## src/rtl/of_ex_if.sv

```systemverilog
// OF -> EX pipeline-register bus: OF-stage operands and forwarding flags in, EX-stage state and stall out.
// master = operand-fetch side driving the register, slave = of_ex_latch.
interface of_ex_if #(
  parameter int DATA_W = 32
);
  logic [DATA_W-1:0] of_ir_i;
  logic [DATA_W-1:0] of_pc_i;
  logic [DATA_W-1:0] rf_a_i;
  logic [DATA_W-1:0] rf_b_i;
  logic [DATA_W-1:0] rw_result_i;
  logic              fwd_rw_of_src1_i;
  logic              fwd_rw_of_src2_i;
  logic              flush_i;
  logic              stall_o;
  logic [DATA_W-1:0] ex_ir_o;
  logic [DATA_W-1:0] ex_pc_o;
  logic [DATA_W-1:0] ex_a_o;
  logic [DATA_W-1:0] ex_b_o;
  logic [DATA_W-1:0] ex_op2_o;
  logic              ex_valid_o;

  modport master (
    output of_ir_i, of_pc_i, rf_a_i, rf_b_i, rw_result_i,
    output fwd_rw_of_src1_i, fwd_rw_of_src2_i, flush_i,
    input  stall_o, ex_ir_o, ex_pc_o, ex_a_o, ex_b_o, ex_op2_o, ex_valid_o
  );

  modport slave (
    input  of_ir_i, of_pc_i, rf_a_i, rf_b_i, rw_result_i,
    input  fwd_rw_of_src1_i, fwd_rw_of_src2_i, flush_i,
    output stall_o, ex_ir_o, ex_pc_o, ex_a_o, ex_b_o, ex_op2_o, ex_valid_o
  );
endinterface

```

## src/rtl/of_ex_latch.sv

```systemverilog
// OF/EX pipeline register for SimpleRISC: operand select, load-use detection, bubble insertion.
// Optional macro OF_EX_BUBBLE_CNT_EN adds a saturating bubble counter output bubble_cnt_o.
module of_ex_latch #(
  parameter int DATA_W = 32,
  parameter int RA_IDX = 15
) (
  input  logic        clk,
  input  logic        rst_n,
  of_ex_if.slave      bus
`ifdef OF_EX_BUBBLE_CNT_EN
  ,
  output logic [31:0] bubble_cnt_o
`endif
);

  localparam logic [DATA_W-1:0] NOP_IR = DATA_W'(32'h6800_0000);
  localparam logic [3:0] RA_REG = 4'(RA_IDX);
  localparam logic [4:0] OP_NOP = 5'b01101, OP_B   = 5'b10010, OP_BEQ = 5'b10000,
                         OP_BGT = 5'b10001, OP_CALL = 5'b10011, OP_MOV = 5'b01001,
                         OP_NOT = 5'b01000, OP_RET = 5'b10100, OP_ST  = 5'b01111,
                         OP_LD  = 5'b01110;

  logic [4:0]        of_op;
  logic              of_i;
  logic [3:0]        of_rd, of_rs1, of_rs2, src2_reg;
  logic [1:0]        modifier;
  logic [15:0]       imm16;
  logic              is_st, is_ld, is_ret;
  logic              reads_src1, reads_src2;
  logic [DATA_W-1:0] imm_ext, src2_val, op_a, op_b;
  logic [4:0]        ex_op;
  logic [3:0]        ex_rd;
  logic              load_use, bubble;

  assign of_op    = bus.of_ir_i[31:27];
  assign of_i     = bus.of_ir_i[26];
  assign of_rd    = bus.of_ir_i[25:22];
  assign of_rs1   = bus.of_ir_i[21:18];
  assign of_rs2   = bus.of_ir_i[17:14];
  assign modifier = bus.of_ir_i[17:16];
  assign imm16    = bus.of_ir_i[15:0];
  assign ex_op    = bus.ex_ir_o[31:27];
  assign ex_rd    = bus.ex_ir_o[25:22];

  assign is_st  = (of_op == OP_ST);
  assign is_ld  = (of_op == OP_LD);
  assign is_ret = (of_op == OP_RET);

  assign reads_src1 = !(of_op inside {OP_NOP, OP_B, OP_BEQ, OP_BGT, OP_CALL, OP_MOV, OP_NOT, OP_RET});
  assign reads_src2 = is_st || is_ret ||
                      (!of_i && !(of_op inside {OP_NOP, OP_B, OP_BEQ, OP_BGT, OP_CALL, OP_LD}));
  assign src2_reg   = is_st ? of_rd : (is_ret ? RA_REG : of_rs2);

  always_comb begin
    imm_ext = {{(DATA_W-16){imm16[15]}}, imm16};
    case (modifier)
      2'b01:   imm_ext = DATA_W'(imm16);
      2'b10:   imm_ext = DATA_W'({imm16, 16'h0000});
      default: imm_ext = {{(DATA_W-16){imm16[15]}}, imm16};
    endcase
  end

  assign src2_val = bus.fwd_rw_of_src2_i ? bus.rw_result_i : bus.rf_b_i;
  assign op_a     = bus.fwd_rw_of_src1_i ? bus.rw_result_i : bus.rf_a_i;
  assign op_b     = (of_i || is_ld || is_st) ? imm_ext : src2_val;

  // A store whose data register is the load target is covered by RW->MA forwarding.
  assign load_use = bus.ex_valid_o && (ex_op == OP_LD) &&
                    ((reads_src1 && (of_rs1 == ex_rd)) ||
                     (reads_src2 && !is_st && (src2_reg == ex_rd)));

  // Handshake: stall_o=1 means OF is not consumed this edge and must be held upstream;
  // ex_valid_o=1 means EX holds a real instruction, 0 means bubble or nop.
  assign bus.stall_o = load_use && !bus.flush_i;
  assign bubble      = bus.flush_i || bus.stall_o;

  always_ff @(posedge clk) begin
    if (!rst_n || bubble) begin
      bus.ex_ir_o    <= NOP_IR;
      bus.ex_pc_o    <= '0;
      bus.ex_a_o     <= '0;
      bus.ex_b_o     <= '0;
      bus.ex_op2_o   <= '0;
      bus.ex_valid_o <= 1'b0;
    end else begin
      bus.ex_ir_o    <= bus.of_ir_i;
      bus.ex_pc_o    <= bus.of_pc_i;
      bus.ex_a_o     <= op_a;
      bus.ex_b_o     <= op_b;
      bus.ex_op2_o   <= src2_val;
      bus.ex_valid_o <= (of_op != OP_NOP);
    end
  end

`ifdef OF_EX_BUBBLE_CNT_EN
  always_ff @(posedge clk) begin
    if (!rst_n)
      bubble_cnt_o <= '0;
    else if (bubble && (bubble_cnt_o != 32'hFFFF_FFFF))
      bubble_cnt_o <= bubble_cnt_o + 32'd1;
  end
`endif

endmodule

```

## src/flat_wrapper.sv

```systemverilog
// flat-port wrapper written by rule: the top's interface ports become plain ports
module of_ex_latch_flat 
#(
  parameter int DATA_W = 32,
  parameter int RA_IDX = 15
)
  (clk, rst_n, bus_of_ir_i, bus_of_pc_i, bus_rf_a_i, bus_rf_b_i, bus_rw_result_i, bus_fwd_rw_of_src1_i, bus_fwd_rw_of_src2_i, bus_flush_i, bus_stall_o, bus_ex_ir_o, bus_ex_pc_o, bus_ex_a_o, bus_ex_b_o, bus_ex_op2_o, bus_ex_valid_o);
  of_ex_if #(.DATA_W(DATA_W)) bus_i ();
  input  logic clk;
  input  logic rst_n;
  input wire logic [$bits(bus_i.of_ir_i)-1:0] bus_of_ir_i;
  input wire logic [$bits(bus_i.of_pc_i)-1:0] bus_of_pc_i;
  input wire logic [$bits(bus_i.rf_a_i)-1:0] bus_rf_a_i;
  input wire logic [$bits(bus_i.rf_b_i)-1:0] bus_rf_b_i;
  input wire logic [$bits(bus_i.rw_result_i)-1:0] bus_rw_result_i;
  input wire logic [$bits(bus_i.fwd_rw_of_src1_i)-1:0] bus_fwd_rw_of_src1_i;
  input wire logic [$bits(bus_i.fwd_rw_of_src2_i)-1:0] bus_fwd_rw_of_src2_i;
  input wire logic [$bits(bus_i.flush_i)-1:0] bus_flush_i;
  output wire logic [$bits(bus_i.stall_o)-1:0] bus_stall_o;
  output wire logic [$bits(bus_i.ex_ir_o)-1:0] bus_ex_ir_o;
  output wire logic [$bits(bus_i.ex_pc_o)-1:0] bus_ex_pc_o;
  output wire logic [$bits(bus_i.ex_a_o)-1:0] bus_ex_a_o;
  output wire logic [$bits(bus_i.ex_b_o)-1:0] bus_ex_b_o;
  output wire logic [$bits(bus_i.ex_op2_o)-1:0] bus_ex_op2_o;
  output wire logic [$bits(bus_i.ex_valid_o)-1:0] bus_ex_valid_o;
  assign bus_i.of_ir_i = bus_of_ir_i;
  assign bus_i.of_pc_i = bus_of_pc_i;
  assign bus_i.rf_a_i = bus_rf_a_i;
  assign bus_i.rf_b_i = bus_rf_b_i;
  assign bus_i.rw_result_i = bus_rw_result_i;
  assign bus_i.fwd_rw_of_src1_i = bus_fwd_rw_of_src1_i;
  assign bus_i.fwd_rw_of_src2_i = bus_fwd_rw_of_src2_i;
  assign bus_i.flush_i = bus_flush_i;
  assign bus_stall_o = bus_i.stall_o;
  assign bus_ex_ir_o = bus_i.ex_ir_o;
  assign bus_ex_pc_o = bus_i.ex_pc_o;
  assign bus_ex_a_o = bus_i.ex_a_o;
  assign bus_ex_b_o = bus_i.ex_b_o;
  assign bus_ex_op2_o = bus_i.ex_op2_o;
  assign bus_ex_valid_o = bus_i.ex_valid_o;
  of_ex_latch #(.DATA_W(DATA_W), .RA_IDX(RA_IDX)) u_core (.clk(clk), .rst_n(rst_n), .bus(bus_i));
endmodule
```

## config.mk

```make
export PLATFORM = sky130hd
export DESIGN_NAME = of_ex_latch_flat
export DESIGN_NICKNAME = d
export VERILOG_FILES = /design/src/rtl/of_ex_if.sv /design/src/rtl/of_ex_latch.sv /design/src/flat_wrapper.sv
export SDC_FILE = /design/constraint.sdc
export NUM_CORES = 1
export LEC_CHECK = 0
export BUFFER_PORTS_ARGS = -buffer_cell sky130_fd_sc_hd__buf_4
export CAP_MARGIN = 10
export CORE_AREA = 2 2 128 130
export DETAILED_ROUTE_END_ITERATION = 8
export DIE_AREA = 0 0 130 132
export PLACE_DENSITY = 0.72
export SLEW_MARGIN = 20
export SYNTH_ARGS = -nofsm -noshare
export SYNTH_HDL_FRONTEND = slang
export SYNTH_SLANG_ARGS = --single-unit
export TNS_END_PERCENT = 5
```

## constraint.sdc

```tcl
create_clock -name clk -period 3.6 [get_ports clk]
set_input_delay 0.54 -clock clk [delete_from_list [all_inputs] [get_ports clk]]
set_output_delay 0.54 -clock clk [all_outputs]
set_load 0.02 [all_outputs]
```

==> results by group, run 1 <==
Synth
  • Total number of yosys warnings: 0
  • Sequential-to-total area share from yosys stat: 56.48%
  • Total of flip-flops plus latches after synthesis: 161
  • Primary FF master, synth: sky130_fd_sc_hd__dfxtp_1
  • Syn nets: 701
  • Synth Instances: 534
  • Distinct cells, synth: 44
  • Average cell area after synthesis: 10.69 µm²
  • Asr flop ratio synth: 0%
  • Number of enable-type register cells in the synthesized netlist: 0
  • Post-Synthesis Cell Area: 5707 µm²

STA
  • Final Hold Vio Count: 0
  • Final slew viol count: 0
  • Period utilisation layout: 87.13%
  • Fmax achieved: 318.8 MHz
  • Setup Viol. Count Final: 0
  • Unrepaired setup endpoints after global routing: false
  • Least-Margin Pin Slew: 0.8386 ns
  • Setup TNS after final layout: 0 ns
  • Minimum period implied by the final worst setup slack: 3.137 ns
  • Worst Slack Setup Final: 0.4632 ns
  • Final clock skew: 0.006630 ns
  • Worst max-slew margin expressed relative to the limit: 43.97%
  • Final Hold Slack: 0.3182 ns

Critical path
  • Slowest Stage Delay on Critical Path: 0.56 ns
  • Endpoint kind of the worst setup timing path: primary output
  • CP required: 3.06 ns
  • Critical path start-end classification: in2out
  • Critical Path Source Type: input port
  • Critical path cell sequence: buf_4 -> or4b_1 -> or2_1 -> nand4_1 -> nand4_1 -> or3_1 -> a21oi_1 -> buf_4
  • Signal arrival time at the worst endpoint: 2.60 ns
  • Master of the slowest instance on the critical path: sky130_fd_sc_hd__or4b_1
  • Critical path fanouts, max: 12

Placement
  • Area after detailed placement: 8283 µm²
  • Placement Setup Slack: 0.4914 ns
  • Placed Cells incl. Taps: 1043
  • # port buffers: 326
  • Global placement routability congestion: 0.8722
  • Total half-perimeter wirelength after legalization and detailed placement: 13630 µm

Route
  • Total vias in the final route: 4934
  • Via density per instance: 4.590
  • Starting DRC count in detailed routing: 207
  • Detailed-route wire length on metal 1: 7176 µm
  • DRC Markers: 0
  • 1st-pass router iterations: 4
  • Highest metal layer with signal wires: met4
  • Detailed-routed wire length on met2: 9048 µm
  • Per-cell routed wire length: 16.55 µm
  • Metal3 WL: 1405 µm
  • Count of nets left with antenna violations after detail routing: 0
  • Wire length after detailed routing: 17790 µm

Finish
  • Diodes inserted: 0
  • Final standard cell area without fillers: 8931 µm²
  • Fraction of final layout cells sized beyond drive strength 1: 45.17%
  • Number of nets at the end of the flow: 1013
  • Final instance count without filler cells: 1075
  • Layout area overhead: 56.50%
  • Number of fill cells: 1428
  • Core Util, Final: 56.84%

Power and ir drop
  • Power after layout: 4.493 mW
  • Clock Power Share: 43.4%
  • Power per standard cell area: 503.0 nW/µm²
  • Switching part of the total: 24.44%
  • Leakage power of the design: 4.278 nW
  • Part of the total power dissipated in sequential elements: 42.0%
  • Net switching power figure: 1.098 mW
  • Combinational group share of total power: 14.6%
  • Power Internal: 3.395 mW
  • Max IR drop VDD: 0.2998 mV

Clocking
  • Number of CTS-inserted buffers: 17
  • Clock insertion delay at the later pin of the skew report: 0.41 ns
  • Post-CTS setup buffer count: 0
  • H-tree level count: 4
  • Clock Tree Buf Depth: 2
  • Post-cts resize count: 0
  • Sinks on the clock net: 161
  • Number of hold buffers added after cts: 0
  • Reg clk slew, reported paths: 0.06 ns
  • Clock root buffer master: sky130_fd_sc_hd__clkbuf_16
  • Clock tree from TritonCTS: done

Floorplanning
  • DIE AREA: 17160 µm²
  • I/O Pins: 327
  • Width of the chip: 130 µm
  • Core Footprint: 15710 µm²
  • Height of the die: 132 µm
  • Starting Density: 36.32%
  • Count of standard-cell rows: 46

Global route
  • Overflow left after global routing: 0
  • Wire length of the first global-routing pass: 26120 µm
  • Antenna violations before repair: 0
  • Largest net degree at the start of global routing: 62
  • Via count of the first global-routing pass: 4846
  • Global-route usage over all layers: 19.97%

Flow run
  • Count of max-cap constraint violations: 0

Run status
  • Outcome: complete, no violations

Hold path
  • Worst hold-check path type: in2reg
registers in the layout (all words and copies together), names as in the netlist:
register and count:
u_core.bus.ex_a_o 32, u_core.bus.ex_ir_o 32, u_core.bus.ex_op2_o 32, u_core.bus.ex_pc_o 32, u_core.bus.ex_valid_o 1, u_core.bus.ex_b_o 32
layout by cell type, fill, tap and decap left out, drive strengths merged, types with 4 or more instances in the layout:
cell type | Yosys | final
a21oi | 6 | 6
a211oi | 30 | 30
and2 | 59 | 59
mux2i | 64 | 64
nand4 | 4 | 4
buf | 18 | 333
clkinv | 0 | 7
nand2b | 5 | 5
bufinv | 0 | 4
clkbuf | 22 | 20
dfxtp | 161 | 161
nor2 | 100 | 100
inv | 6 | 6
a31oi | 17 | 17
synth_stat cells, drive strengths merged (2+ instances only):
library cell  number  area (µm²)
nand2b             5       31.28
nand4              4       25.02
ha                 2       25.02
nand4b             2       17.52
xnor2              3       26.28
a21oi              6       30.03
clkbuf            22       82.58
a31oi             17       106.4
and2              59       369.1
o21ai              2       10.01
or3b               2       17.52
or2                2       12.52
buf               18       161.4
xor2               3       33.79
o22ai              2       12.51
mux2i             64       640.6
inv                6       22.52
dfxtp            161        3223
a211oi            30       300.3
nand3b             3       22.52
nand3              2       10.01
nand2              3       11.26
nor2             100       375.4
power groups by stage:
stage	sequential [mW]	combinational, mW	clock (mW)
CTS	1.89	0.665	1.98
global placement	1.92	0.658	0
floorplan	2.03	0.222	0
finish	1.89	0.656	1.95
detailed placement	1.93	0.663	0
global route	1.89	0.706	2.06
worst max-delay path, delay by kind of cell:
| family | cells | cell delay (ns) |
|---|---|---|
| AO/OA/AOI/OAI | 1 | 0.16 |
| buffers and inverters | 2 | 0.31 |
| AND/OR/NAND/NOR | 5 | 1.58 |
path summary, 6_finish.rpt:
kind	start	end	slack, ns	depth (start not counted)
setup / recovery	bus_of_ir_i[28]	bus_stall_o	0.46	8
hold reg to reg	u_core.bus.ex_ir_o[25]$_SDFF_PP0_	u_core.bus.ex_ir_o[28]$_SDFF_PP0_	1.07	4
hold / removal	bus_of_pc_i[5]	u_core.bus.ex_pc_o[5]$_SDFF_PP0_	0.32	2
setup reg to reg	u_core.bus.ex_ir_o[27]$_SDFF_PP1_	u_core.bus.ex_b_o[29]$_SDFF_PP0_	1.34	7
metal layers:
| metal | vias to the layer above | track usage, % |
|---|---|---|
| li1 | 2423 | - |
| met1 | 2303 | 22.69 |
| met2 | 196 | 35.40 |
| met3 | 12 | 6.859 |
| met4 | 0 | 5.257 |
| met5 | - | 0 |
cell families after synthesis:
| kind of cell | Yosys count | share of synthesized area [%] |
|---|---|---|
| AO/OA/AOI/OAI | 65 | 9.340 |
| XOR/XNOR | 6 | 1.053 |
| adder cells (fa/ha/maj) | 2 | 0.4384 |
| buffers and inverters | 46 | 4.670 |
| flip-flops | 161 | 56.48 |
| multiplexers | 64 | 11.23 |
| AND/OR/NAND/NOR | 190 | 16.79 |
cell type report:
type / count / area (µm²) / area share (%)
Timing Repair Buffer: 333 / 2525 / 28.27
Tap cell: 216 / 270.3 / 3.026
Multi-Input combinational cell: 327 / 2242 / 25.11
Clock inverter: 12 / 181.4 / 2.031
Clock buffer: 20 / 466.7 / 5.226
Inverter: 6 / 22.52 / 0.2522
Sequential cell: 161 / 3223 / 36.09
Note: power is estimated with default switching activity, not from simulation.
==> inputs of run 2 (changes only) <==
PLACE_DENSITY = 0.8   (was 0.72)
==> run 2 against run 1 <==
  * Combinational power rose by 0.6%
  * Total power fell by 0.89%
  * Design area fell by 0.13%
  * Utilization fell by 0.072 points
  * Sequential share of layout area barely moved
  * Clock skew rose by 0.00075 ns
  * Maximum frequency fell by 1.2%
  * Hold slack improved by 0.00073 ns
  * Critical path type unchanged
==> results by group, run 2 (same netlist as run 1, synthesis figures left out) <==
Clocking
  • Number of CTS-inserted buffers: 17 (unchanged)
  • Post-CTS setup buffer count: 0 (unchanged)
  • Number of hold buffers added after cts: 0 (unchanged)
  • Clock insertion delay at the later pin of the skew report: 0.42 ns (was 0.41 ns)
  • Post-cts resize count: 0 (unchanged)
  • H-tree level count: 4 (unchanged)
  • Clock Tree Buf Depth: 2 (unchanged)
  • Clock tree from TritonCTS: done (unchanged)
  • Sinks on the clock net: 161 (unchanged)
  • Clock root buffer master: sky130_fd_sc_hd__clkbuf_16 (unchanged)
  • Reg clk slew, reported paths: 0.06 ns (about the same)

STA
  • Setup Viol. Count Final: 0 (unchanged)
  • Final clock skew: 0.007383 ns (was 0.006630 ns)
  • Least-Margin Pin Slew: 0.7509 ns (was 0.8386 ns)
  • Minimum period implied by the final worst setup slack: 3.175 ns (was 3.137 ns)
  • Worst max-slew margin expressed relative to the limit: 49.94% (was 43.97%)
  • Final slew viol count: 0 (unchanged)
  • Fmax achieved: 315.0 MHz (was 318.8 MHz)
  • Period utilisation layout: 88.18% (was 87.13%)
  • Final Hold Slack: 0.3189 ns (was 0.3182 ns)
  • Setup TNS after final layout: 0 ns (unchanged)
  • Final Hold Vio Count: 0 (unchanged)
  • Unrepaired setup endpoints after global routing: false (unchanged)
  • Worst Slack Setup Final: 0.4253 ns (was 0.4632 ns)

Power and ir drop
  • Max IR drop VDD: 0.2912 mV (was 0.2998 mV)
  • Clock Power Share: 42.8% (was 43.4%)
  • Power after layout: 4.453 mW (was 4.493 mW)
  • Net switching power figure: 1.098 mW (about the same)
  • Combinational group share of total power: 14.8% (was 14.6%)
  • Leakage power of the design: 4.270 nW (was 4.278 nW)
  • Power per standard cell area: 499.2 nW/µm² (was 503.0 nW/µm²)
  • Part of the total power dissipated in sequential elements: 42.4% (was 42.0%)
  • Switching part of the total: 24.67% (was 24.44%)
  • Power Internal: 3.355 mW (was 3.395 mW)

Floorplanning
  • Count of standard-cell rows: 46 (unchanged)
  • DIE AREA: 17160 µm² (unchanged)
  • Height of the die: 132 µm (unchanged)
  • Starting Density: 36.32% (unchanged)
  • Width of the chip: 130 µm (unchanged)
  • Core Footprint: 15710 µm² (unchanged)
  • I/O Pins: 327 (unchanged)

Route
  • Starting DRC count in detailed routing: 210 (was 207)
  • Metal3 WL: 1471 µm (was 1405 µm)
  • Count of nets left with antenna violations after detail routing: 0 (unchanged)
  • Detailed-route wire length on metal 1: 6901 µm (was 7176 µm)
  • Wire length after detailed routing: 17720 µm (was 17790 µm)
  • 1st-pass router iterations: 6 (was 4)
  • Detailed-routed wire length on met2: 9099 µm (was 9048 µm)
  • Total vias in the final route: 4959 (was 4934)
  • DRC Markers: 0 (unchanged)
  • Per-cell routed wire length: 16.50 µm (was 16.55 µm)
  • Highest metal layer with signal wires: met4 (unchanged)
  • Via density per instance: 4.617 (was 4.590)

Global route
  • Global-route usage over all layers: 20.01% (was 19.97%)
  • Antenna violations before repair: 0 (unchanged)
  • Overflow left after global routing: 0 (unchanged)
  • Largest net degree at the start of global routing: 62 (unchanged)
  • Via count of the first global-routing pass: 4911 (was 4846)
  • Wire length of the first global-routing pass: 26170 µm (was 26120 µm)

Critical path
  • Signal arrival time at the worst endpoint: 2.63 ns (was 2.60 ns)
  • Endpoint kind of the worst setup timing path: primary output (unchanged)
  • Critical path start-end classification: in2out (unchanged)
  • Critical Path Source Type: input port (unchanged)
  • CP required: 3.06 ns (about the same)
  • Critical path fanouts, max: 12 (unchanged)

Run status
  • Outcome: complete, no violations (unchanged)

Finish
  • Final standard cell area without fillers: 8920 µm² (was 8931 µm²)
  • Most frequent standard cell in the layout excluding fill and tap cells: sky130_fd_sc_hd__buf_4 (unchanged)
  • Core Util, Final: 56.77% (was 56.84%)
  • Number of nets at the end of the flow: 1013 (unchanged)
  • Final instance count without filler cells: 1074 (was 1075)
  • Most used cells in the layout excluding fill and tap cells: sky130_fd_sc_hd__buf_4 (330), sky130_fd_sc_hd__dfxtp_1 (161), sky130_fd_sc_hd__nor2_1 (100) (was sky130_fd_sc_hd__buf_4 (331), sky130_fd_sc_hd__dfxtp_1 (161), sky130_fd_sc_hd__nor2_1 (100))
  • Fraction of final layout cells sized beyond drive strength 1: 45.10% (was 45.17%)
  • Diodes inserted: 0 (unchanged)
  • Layout area overhead: 56.30% (was 56.50%)

Placement
  • Area after detailed placement: 8295 µm² (was 8283 µm²)
  • # port buffers: 326 (unchanged)
  • Total half-perimeter wirelength after legalization and detailed placement: 13620 µm (was 13630 µm)
  • Placed Cells incl. Taps: 1043 (unchanged)
  • Global placement routability congestion: 0.8425 (was 0.8722)
  • Placement Setup Slack: 0.4331 ns (was 0.4914 ns)

Flow run
  • Count of max-cap constraint violations: 0 (unchanged)

Hold path
  • Worst hold-check path type: in2reg (unchanged)
==> run 2: cell types whose count changed in the layout (fill, tap and decap cells not counted) <==
cell                         change
sky130_fd_sc_hd__clkinv_2        +1
sky130_fd_sc_hd__clkinvlp_4      +1
sky130_fd_sc_hd__buf_12          +1
sky130_fd_sc_hd__inv_6           +2
sky130_fd_sc_hd__buf_4           -1
sky130_fd_sc_hd__clkinv_4        -3
sky130_fd_sc_hd__clkbuf_8        -2
==> run 2: worst max-delay path, cell delays in order <==
cell and delay [ns]:
sky130_fd_sc_hd__buf_4 0.16, sky130_fd_sc_hd__or4b_1 0.58, sky130_fd_sc_hd__or2_1 0.27, sky130_fd_sc_hd__nand4_1 0.10, sky130_fd_sc_hd__nand4_1 0.20, sky130_fd_sc_hd__or3_1 0.45
sky130_fd_sc_hd__a21oi_1 0.16, sky130_fd_sc_hd__buf_4 0.16
==> run 2: final cells by class <==
cell class,instances,area (µm²)
fillers,1374,6793
flip-flops and latches,161,3223
repair buffers,333,2537
multi-input cells,327,2242
clock buffers,18,439.2
well taps,216,270.3
clock inverters,13,185.2
inverters,6,22.52
==> run 2: routing by layer <==
layer	global-route usage, %	vias to the layer above
met1	22.90	2314
met3	6.778	19
li1	-	2417
met5	0	-
met2	34.90	209
met4	6.153	0
==> run 2: path summary, 6_finish.rpt <==
path	from	endpoint	slack [ns]	depth (start not counted)
worst min-delay path	bus_of_pc_i[8]	u_core.bus.ex_pc_o[8]$_SDFF_PP0_	0.32	2
worst min register to register	u_core.bus.ex_ir_o[25]$_SDFF_PP0_	u_core.bus.ex_ir_o[16]$_SDFF_PP0_	0.93	3
worst max-delay path	bus_of_ir_i[28]	bus_stall_o	0.43	8
worst max register to register	u_core.bus.ex_ir_o[27]$_SDFF_PP1_	u_core.bus.ex_op2_o[12]$_SDFF_PP0_	1.34	7
==> run 2: power by group through the flow <==
stage | clock network, mW | registers [mW] | logic [mW]
2_1_floorplan | 0 | 2.03 | 0.222
3_3_place_gp | 0 | 1.93 | 0.659
3_5_place_dp | 0 | 1.93 | 0.667
4_1_cts | 1.95 | 1.89 | 0.668
5_1_grt | 2.02 | 1.89 | 0.708
6_report | 1.91 | 1.89 | 0.660
==> inputs of run 3 (changes only) <==
MAX_ROUTING_LAYER = met4   (was unset)
==> run 3 against run 2 <==
  * Routed wire length grew 0.40%
  * Maximum frequency shrank 0.61%
  * Clock power is essentially flat
  * Sequential power is essentially flat
  * Highest routed layer unchanged
  * Cell count is the same
  * Count of clock-buffer cells in the layout is the same
  * Global-route usage grew 0.63 points
  * Total power grew 0.21%
  * Worst setup slack lost 0.020 ns
==> results by group, run 3 (same netlist as run 1, synthesis figures left out) <==
Critical path
  • Capture instance of the worst register-to-register path: u_core.bus.ex_op2_o[6]$_SDFF_PP0_ (was u_core.bus.ex_op2_o[12]$_SDFF_PP0_)
  • Slowest Stage Delay on Critical Path: 0.59 ns (was 0.58 ns)
  • Worst path depth: 8 (unchanged)
  • Source of the critical timing path: bus_of_ir_i[28] (unchanged)
  • Worst R2R Setup Slack: 1.34 ns (about the same)
  • Termination of the worst setup path: bus_stall_o (unchanged)
  • Master of the slowest instance on the critical path: sky130_fd_sc_hd__or4b_1 (unchanged)
  • Worst r2r src: u_core.bus.ex_ir_o[27]$_SDFF_PP1_ (unchanged)
  • Kind of cell adding the most delay to the critical path: simple AND/OR/NAND/NOR gates (unchanged)
  • Critical path cell sequence: buf_4 -> or4b_1 -> or2_1 -> nand4_1 -> nand4_1 -> or3_1 -> a21oi_1 -> buf_4 (unchanged)
  • Buffers and inverters on the worst path: 2 (unchanged)
  • CP required: 3.06 ns (about the same)
  • Count of cells along the worst register-to-register path: 7 (unchanged)
  • Endpoint kind of the worst setup timing path: primary output (unchanged)
  • Critical Path Source Type: input port (unchanged)
  • Signal arrival time at the worst endpoint: 2.65 ns (was 2.63 ns)
  • Critical path start-end classification: in2out (unchanged)
  • Critical path fanouts, max: 12 (unchanged)

STA
  • Worst Slack Setup Final: 0.4058 ns (was 0.4253 ns)
  • Period utilisation layout: 88.73% (was 88.18%)
  • Setup TNS after final layout: 0 ns (unchanged)
  • Unrepaired setup endpoints after global routing: false (unchanged)
  • Worst max-slew margin expressed relative to the limit: 49.83% (was 49.94%)
  • Setup Viol. Count Final: 0 (unchanged)
  • Fmax achieved: 313.1 MHz (was 315.0 MHz)
  • Minimum period implied by the final worst setup slack: 3.194 ns (was 3.175 ns)
  • Least-Margin Pin Slew: 0.7525 ns (was 0.7509 ns)
  • Final clock skew: 0.01369 ns (was 0.007383 ns)
  • Final slew viol count: 0 (unchanged)
  • Final Hold Slack: 0.3117 ns (was 0.3189 ns)
  • Final Hold Vio Count: 0 (unchanged)

Route
  • 1st-pass router iterations: 4 (was 6)
  • Wire length after detailed routing: 17790 µm (was 17720 µm)
  • Per-cell routed wire length: 16.56 µm (was 16.50 µm)
  • Total vias in the final route: 4981 (was 4959)
  • Count of nets left with antenna violations after detail routing: 0 (unchanged)
  • Via density per instance: 4.638 (was 4.617)
  • Starting DRC count in detailed routing: 207 (was 210)
  • DRC Markers: 0 (unchanged)

Clocking
  • Number of hold buffers added after cts: 0 (unchanged)
  • Sinks on the clock net: 161 (unchanged)
  • Reg clk slew, reported paths: 0.07 ns (was 0.06 ns)
  • Post-cts resize count: 0 (unchanged)
  • Clock tree from TritonCTS: done (unchanged)
  • Clock Tree Buf Depth: 2 (unchanged)
  • Clock root buffer master: sky130_fd_sc_hd__clkbuf_16 (unchanged)
  • Post-CTS setup buffer count: 0 (unchanged)
  • H-tree level count: 4 (unchanged)
  • Number of CTS-inserted buffers: 17 (unchanged)
  • Clock insertion delay at the later pin of the skew report: 0.42 ns (about the same)

Finish
  • Most used cells in the layout excluding fill and tap cells: sky130_fd_sc_hd__buf_4 (330), sky130_fd_sc_hd__dfxtp_1 (161), sky130_fd_sc_hd__nor2_1 (100) (unchanged)
  • Diodes inserted: 0 (unchanged)
  • Fraction of final layout cells sized beyond drive strength 1: 45.10% (unchanged)
  • Final standard cell area without fillers: 8920 µm² (unchanged)
  • Number of fill cells: 1374 (unchanged)
  • Core Util, Final: 56.77% (unchanged)
  • Number of nets at the end of the flow: 1013 (unchanged)
  • Most frequent standard cell in the layout excluding fill and tap cells: sky130_fd_sc_hd__buf_4 (unchanged)
  • Layout area overhead: 56.30% (unchanged)
  • Footprint of the multi-input gates: 2242 µm² (unchanged)
  • Seq. cell area: 3223 µm² (unchanged)

Global route
  • Antenna violations before repair: 0 (unchanged)
  • Global-route usage over all layers: 20.63% (was 20.01%)
  • Largest net degree at the start of global routing: 62 (unchanged)
  • Overflow left after global routing: 0 (unchanged)
  • Via count of the first global-routing pass: 4919 (was 4911)
  • Wire length of the first global-routing pass: 26140 µm (was 26170 µm)

Placement
  • # port buffers: 326 (unchanged)
  • Global placement routability congestion: 0.8557 (was 0.8425)
  • Total half-perimeter wirelength after legalization and detailed placement: 13620 µm (unchanged)
  • Area after detailed placement: 8295 µm² (unchanged)
  • Placement Setup Slack: 0.4331 ns (unchanged)

Floorplanning
  • Count of standard-cell rows: 46 (unchanged)
  • Starting Density: 36.32% (unchanged)
  • Width of the chip: 130 µm (unchanged)
  • Height of the die: 132 µm (unchanged)
  • I/O Pins: 327 (unchanged)
  • Core Footprint: 15710 µm² (unchanged)
  • DIE AREA: 17160 µm² (unchanged)

Flow run
  • Count of max-cap constraint violations: 0 (unchanged)

Hold path
  • Worst hold-check path type: in2reg (unchanged)
  • Worst Min Path Start: bus_of_pc_i[7] (was bus_of_pc_i[8])

Power and ir drop
  • Net switching power figure: 1.108 mW (was 1.098 mW)
  • Leakage power of the design: 4.270 nW (unchanged)
  • Power per standard cell area: 500.3 nW/µm² (was 499.2 nW/µm²)
  • Power Internal: 3.354 mW (was 3.355 mW)
  • Part of the total power dissipated in sequential elements: 42.3% (was 42.4%)
  • Clock Power Share: 42.9% (was 42.8%)
  • Switching part of the total: 24.83% (was 24.67%)
  • Max IR drop VDD: 0.2937 mV (was 0.2912 mV)
  • Combinational group share of total power: 14.8% (about the same)

Run status
  • Outcome: complete, no violations (unchanged)
-- run 3: cell counts in the layout (fill, tap and decap cells not counted) --
Identical to the previous run, type by type.
-- run 3: metrics by stage --
step,cells,total power [mW]
finish,1074,4.462
global route,1074,4.625
CTS,1074,4.505
detailed placement,1043,2.593
global placement,1043,2.584
floorplan,534,2.251
-- run 3: power groups by stage --
| stage | Clock [mW] | Sequential, mW | Combinational, mW |
|---|---|---|---|
| floorplan | 0 | 2.03 | 0.222 |
| global placement | 0 | 1.93 | 0.659 |
| detailed placement | 0 | 1.93 | 0.667 |
| CTS | 1.95 | 1.89 | 0.668 |
| global route | 2.02 | 1.89 | 0.709 |
| finish | 1.92 | 1.89 | 0.660 |
-- run 3: per-layer routing --
layer | wire length (µm) | GRT usage (%) | share of wire [%]
met1 | 7164 | 23.67 | 40
met2 | 9055 | 34.85 | 51
met3 | 1331 | 5.925 | 7.5
met4 | 236 | 5.974 | 1.3
met5 | 0 | - | 0
-- run 3: area by class of cell --
class | instances | area share [%]
clock buffer | 18 | 4.924
clock inverter | 13 | 2.076
inverter | 6 | 0.2525
multi-input combinational | 327 | 25.14
sequential | 161 | 36.13
tap | 216 | 3.030
timing repair buffer | 333 | 28.45
-- run 3: worst min-delay path by stage --
stage                                                   end  depth (start not counted)
after floorplan           u_core.bus.ex_ir_o[30]$_SDFF_PP1_                          1
after global placement    u_core.bus.ex_pc_o[13]$_SDFF_PP0_                          2
after detailed placement   u_core.bus.ex_pc_o[7]$_SDFF_PP0_                          2
after CTS                  u_core.bus.ex_pc_o[7]$_SDFF_PP0_                          2
after global routing       u_core.bus.ex_pc_o[8]$_SDFF_PP0_                          2
final                      u_core.bus.ex_pc_o[7]$_SDFF_PP0_                          2
-- run 3: worst register-to-register path: stages, from the launching register on --
cell                       delay (ns)
sky130_fd_sc_hd__dfxtp_1         0.32
sky130_fd_sc_hd__nand4b_1        0.22
sky130_fd_sc_hd__a211o_1         0.25
sky130_fd_sc_hd__and4bb_1        0.24
sky130_fd_sc_hd__nand4_1         0.20
sky130_fd_sc_hd__o31ai_4         0.55
sky130_fd_sc_hd__buf_12          0.26
sky130_fd_sc_hd__nor2_1          0.11
